[config.mk]
export PLATFORM = sky130hd
export DESIGN_NAME = tone_sequencer
export DESIGN_NICKNAME = d
export VERILOG_FILES = /design/src/rtl/tone_sequencer.sv
export SDC_FILE = /design/constraint.sdc
export NUM_CORES = 1
export LEC_CHECK = 0
export BUFFER_PORTS_ARGS = -buffer_cell sky130_fd_sc_hd__buf_2
export CORE_ASPECT_RATIO = 1.4
export CORE_MARGIN = 4
export CORE_UTILIZATION = 54
export DETAILED_ROUTE_END_ITERATION = 12
export GPL_TIMING_DRIVEN = 1
export PLACE_DENSITY = 0.84
export SYNTH_ARGS = -nofsm -noshare
export SYNTH_HDL_FRONTEND = slang
export SYNTH_SLANG_ARGS = --single-unit
[constraint.sdc]
create_clock -name clk -period 4.95 [get_ports clk]
set_input_delay 0.99 -clock clk [delete_from_list [all_inputs] [get_ports clk]]
set_output_delay 0.99 -clock clk [all_outputs]
set_load 0.01 [all_outputs]
[src/rtl/tone_sequencer.sv]
// Melody sequencer: plays an eight-entry note table into a square-wave tone
// generator and owns the PmodAMP2 shutdown line while playback is active.
module tone_sequencer #(
    parameter int TICK_DIV = 100000,
    parameter int GAP_MS   = 20,
    parameter int WAKE_MS  = 1
) (
    input  logic        clk,
    input  logic        rst,
    input  logic        start,
    input  logic        stop,
    input  logic        loop,
    output logic [16:0] tone_half_period,
    output logic        tone_en,
    output logic        amp_shdn,
    output logic        busy,
    output logic        done,
    output logic [2:0]  note_idx
);

    typedef enum logic [1:0] {IDLE, WAKE, PLAY, GAP} state_t;

    localparam int            PW         = (TICK_DIV > 1) ? $clog2(TICK_DIV) : 1;
    localparam logic [PW-1:0] PRESC_LAST = PW'(TICK_DIV - 1);
    localparam logic [15:0]   GAP_T      = 16'(GAP_MS);
    localparam logic [15:0]   WAKE_T     = 16'(WAKE_MS);

    function automatic logic [16:0] note_hp(input logic [2:0] i);
        case (i)
            3'd0:    note_hp = 17'd113636;
            3'd1:    note_hp = 17'd101238;
            3'd2:    note_hp = 17'd90193;
            3'd3:    note_hp = 17'd0;
            3'd4:    note_hp = 17'd75842;
            3'd5:    note_hp = 17'd90193;
            3'd6:    note_hp = 17'd56818;
            default: note_hp = 17'd113636;
        endcase
    endfunction

    function automatic logic [15:0] note_dur(input logic [2:0] i);
        case (i)
            3'd3:    note_dur = 16'd100;
            3'd4:    note_dur = 16'd400;
            3'd6:    note_dur = 16'd400;
            3'd7:    note_dur = 16'd600;
            default: note_dur = 16'd200;
        endcase
    endfunction

    state_t        state_reg, state_next;
    logic [2:0]    idx_reg, idx_next;
    logic [PW-1:0] presc_reg, presc_next;
    logic [15:0]   ms_reg, ms_next;
    logic [16:0]   hp_reg, hp_next;
    logic          en_reg, en_next;
    logic          amp_reg, amp_next;
    logic          busy_reg, busy_next;
    logic          done_reg, done_next;

    logic          tick, expire, reload;
    logic [15:0]   ms_inc, target, dur_eff;
    state_t        ag_state;
    logic [2:0]    ag_idx;
    logic          ag_done;

    always_comb begin
        tick    = (presc_reg == PRESC_LAST);
        ms_inc  = ms_reg + 16'd1;
        dur_eff = (note_dur(idx_reg) == 16'd0) ? 16'd1 : note_dur(idx_reg);
        case (state_reg)
            WAKE:    target = WAKE_T;
            PLAY:    target = dur_eff;
            default: target = GAP_T;
        endcase
        expire = tick && (ms_inc == target);

        // Where playback goes once the silent gap after the current note ends.
        if (idx_reg != 3'd7) begin
            ag_state = PLAY;
            ag_idx   = idx_reg + 3'd1;
            ag_done  = 1'b0;
        end else if (loop) begin
            ag_state = PLAY;
            ag_idx   = 3'd0;
            ag_done  = 1'b0;
        end else begin
            ag_state = IDLE;
            ag_idx   = 3'd0;
            ag_done  = 1'b1;
        end

        state_next = state_reg;
        idx_next   = idx_reg;
        done_next  = 1'b0;
        reload     = 1'b0;
        case (state_reg)
            IDLE: begin
                if (start && !stop) begin
                    reload   = 1'b1;
                    idx_next = 3'd0;
                    state_next = (WAKE_MS == 0) ? PLAY : WAKE;
                end
            end
            WAKE: begin
                if (expire) begin
                    reload     = 1'b1;
                    state_next = PLAY;
                    idx_next   = 3'd0;
                end
            end
            PLAY: begin
                if (expire) begin
                    reload = 1'b1;
                    if (GAP_MS == 0) begin
                        state_next = ag_state;
                        idx_next   = ag_idx;
                        done_next  = ag_done;
                    end else begin
                        state_next = GAP;
                    end
                end
            end
            default: begin
                if (expire) begin
                    reload     = 1'b1;
                    state_next = ag_state;
                    idx_next   = ag_idx;
                    done_next  = ag_done;
                end
            end
        endcase

        if (stop && state_reg != IDLE) begin
            state_next = IDLE;
            idx_next   = 3'd0;
            done_next  = 1'b0;
            reload     = 1'b1;
        end

        if (reload || state_reg == IDLE) begin
            presc_next = '0;
            ms_next    = 16'd0;
        end else if (tick) begin
            presc_next = '0;
            ms_next    = ms_inc;
        end else begin
            presc_next = presc_reg + 1'b1;
            ms_next    = ms_reg;
        end

        // Outputs are decoded from the next state so they leave the flops aligned with it.
        case (state_next)
            IDLE:    hp_next = 17'd0;
            PLAY:    hp_next = note_hp(idx_next);
            default: hp_next = hp_reg;
        endcase
        en_next   = (state_next == PLAY) && (note_hp(idx_next) != 17'd0);
        amp_next  = (state_next != IDLE);
        busy_next = (state_next != IDLE);
    end

    always_ff @(posedge clk or posedge rst) begin
        if (rst) begin
            state_reg <= IDLE;
            idx_reg   <= 3'd0;
            presc_reg <= '0;
            ms_reg    <= 16'd0;
            hp_reg    <= 17'd0;
            en_reg    <= 1'b0;
            amp_reg   <= 1'b0;
            busy_reg  <= 1'b0;
            done_reg  <= 1'b0;
        end else begin
            state_reg <= state_next;
            idx_reg   <= idx_next;
            presc_reg <= presc_next;
            ms_reg    <= ms_next;
            hp_reg    <= hp_next;
            en_reg    <= en_next;
            amp_reg   <= amp_next;
            busy_reg  <= busy_next;
            done_reg  <= done_next;
        end
    end

    assign tone_half_period = hp_reg;
    assign tone_en          = en_reg;
    assign amp_shdn         = amp_reg;
    assign busy             = busy_reg;
    assign done             = done_reg;
    assign note_idx         = idx_reg;

endmodule

==> results.sh <==
export IMPL_tns_ps=0
export IMPL_start_util_pct=55.58
export IMPL_critPathRequiredTime_ps=5200
export IMPL_rsz0062_at_grt="false"
export IMPL_critical_path_endpoint_type="flop"
export IMPL_crit_type="reg -> reg"
export IMPL_io_pins=29
export IMPL_worstMarginPinSlew_ps=1125
export IMPL_setup_slack_ps=704.7
export IMPL_syn_to_final_growth_pct=7.775
export IMPL_fill_cells=548
export IMPL_synthTopCellsByArea="dfrtp_1 (38%), xnor2_1 (6.8%), nor2_1 (6.2%)"
export IMPL_grt_pass1_wl_um=13010
export IMPL_totalWireLength_um=7611
export IMPL_syn_avg_cell_area_um2=8.867
export IMPL_layoutNonFillerInstCount=482
export IMPL_slew_headroom_pct=24.65
export IMPL_cts_root_buffer="clkbuf_8"
export IMPL_period_share_pct=85.76
export IMPL_num_rows=34
export IMPL_synth_edf_count=0
export IMPL_arrival_ps=4500
export IMPL_fmax_mhz=235.6
export IMPL_grt_use_total_pct=21.28
export IMPL_coreArea_um2=6254
export IMPL_final_common_cell="nor2_1"
export IMPL_vdd_ir_drop_max_mv=0.1958
export IMPL_start_kind="flop"
export IMPL_die_h_um=102.9
export IMPL_final_cell_mix="nor2_1 (57), dfrtp_1 (53), nand2_1 (32)"
export IMPL_critPathMaxFanout=12
export IMPL_drv_max_cap_violation_count=0
export IMPL_drc=0
export IMPL_dieArea_um2=7803
export IMPL_power_density_nw_per_um2=309.5
export IMPL_layout_min_cycle_time_ps=4245
export IMPL_clk_path_buf_depth=2
export IMPL_outcome="complete, no violations"
export IMPL_gp_congestion=0.9012
export IMPL_hold_violations=0
export IMPL_cts_tree="yes"
export IMPL_first_global_vias=2814
export IMPL_syn_area_um2=3476
export IMPL_vias=2860
export IMPL_diodes=0
export IMPL_cts_sinks=53
export IMPL_grt_max_degree=54
export IMPL_synth_ff_type="dfrtp_1"
export IMPL_grt_overflow=0
export IMPL_final_antenna_net_count=0
export IMPL_finClkSkew_ps=12.48
export IMPL_htreeDepth=2
export IMPL_drive_gt1_share_pct=11.71
export IMPL_ctsResizeCount=0
export IMPL_clk_latency_ps=320
export IMPL_numCtsBuffers=5
export IMPL_fin_nets=431
export IMPL_slew_viol_final=0
export IMPL_first_pass_iters=4
export IMPL_synth_cells=392
export IMPL_r2r_slack_ps=700
export IMPL_largest_reg_flops=17
export IMPL_placed_cells_incl_taps=474
export IMPL_setup_viol_count_final=0
export IMPL_ys_ff_latch=53
export IMPL_io_buffers=27
export IMPL_async_reset_ff_share_pct=100.0
export IMPL_vias_per_cell=5.934
export IMPL_worstHoldPathType="reg -> reg"
export IMPL_postCtsHoldBufs=0
export IMPL_dp_final_hpwl_um=5674
export IMPL_dp_slack_ps=782.9
export IMPL_cts_setup_buffers=0
export IMPL_leakage_nw=1.653
export IMPL_yosysSeqAreaShare_pct=38.16
export IMPL_synth_cell_types=57
export IMPL_die_w_um=75.81
export IMPL_antenna_found_initial=0
export IMPL_path_clk_slew_ps=110
export IMPL_synth_top_cell_area_share_pct=38.16
export IMPL_wire_per_inst_um=15.79
export IMPL_ys_warn_count=0
export IMPL_synth_nets=414
export IMPL_holdWs_ps=503.1
export IMPL_drt_iter0_drc=141
export IMPL_synth_top_cell_by_area="dfrtp_1"
-- worst paths after layout --
check	from	end	cells past startpoint
setup / recovery	ms_reg[3]	tone_half_period[16]	14
hold / removal	presc_reg[0]	presc_reg[0]	1
setup reg to reg	ms_reg[3]	tone_half_period[16]	14
hold reg to reg	presc_reg[0]	presc_reg[0]	1
max in group asynchronous	rst	ms_reg[9]	2
min in group asynchronous	rst	presc_reg[16]	2
-- critical path, stage by stage, from the launching register on --
cell	delay, ps
dfrtp_1	500
nand4_1	400
or4_1	610
o31ai_2	270
nand4_1	150
nor4_1	330
buf_4	200
a31oi_1	90
a21oi_1	330
inv_1	140
ha_1	280
or3_1	380
a21oi_1	130
o211a_1	240
a221o_1	130
-- stage by stage --
| stage | util [%] | total power [mW] | instance area, um2 |
|---|---|---|---|
| 2_1_floorplan | - | 0.7685 | 3476 |
| 3_3_place_gp | 57.92 | 0.8384 | 3622 |
| 3_5_place_dp | 57.92 | 0.8438 | 3622 |
| 4_1_cts | 59.90 | 1.167 | 3746 |
| 5_1_grt | 59.90 | 1.232 | 3746 |
| 6_report | 59.90 | 1.159 | 3746 |
-- kinds of logic after synthesis --
group / Yosys count / share of synthesized area, %
AOI/OAI and AO/OA: 57 / 12.35
adders and majority gates: 17 / 6.119
muxes: 4 / 1.224
and+or+nand+nor: 174 / 25.02
DFF: 53 / 38.16
xor gates and xnor gates: 42 / 11.41
buffers and inverters: 44 / 5.615
other: 1 / 0.1079
-- report_power, final --
| group | switching [mW] | internal [mW] |
|---|---|---|
| Sequential | 0.0233 | 0.466 |
| Clock | 0.153 | 0.168 |
| Combinational | 0.227 | 0.122 |
| Total | 0.403 | 0.756 |
-- area by class of cell --
class / instances / area (um2) / share of cell area, %
inverters: 23 / 86.33 / 2.305
clock buffers: 6 / 82.58 / 2.204
clock inverters: 2 / 41.29 / 1.102
well taps: 72 / 90.09 / 2.405
repair buffers: 31 / 165.2 / 4.409
multi-input cells: 295 / 1954 / 52.17
flip-flops and latches: 53 / 1326 / 35.40
-- cells in the mapped netlist, drive strengths merged (5+ instances only) --
master   n
xnor2   27
a21o     5
a211oi   5
o211ai   8
inv     23
a21oi    8
buf     12
xor2    13
nand2   32
nor3    11
dfrtp   53
nand3   20
or3      5
clkbuf   9
nand4    8
nor2    58
nor4     6
ha      17
-- metal layers --
layer / GRT usage (%) / part of all wire [%] / up-vias
met5: 0 / 0 / -
met2: 35.82 / 51 / 63
met3: 2.829 / 2.9 / 21
met4: 8.075 / 3.3 / 0
li1: - / - / 1397
met1: 27.32 / 42 / 1379
No activity file was read; power rests on OpenSTA's default activity.
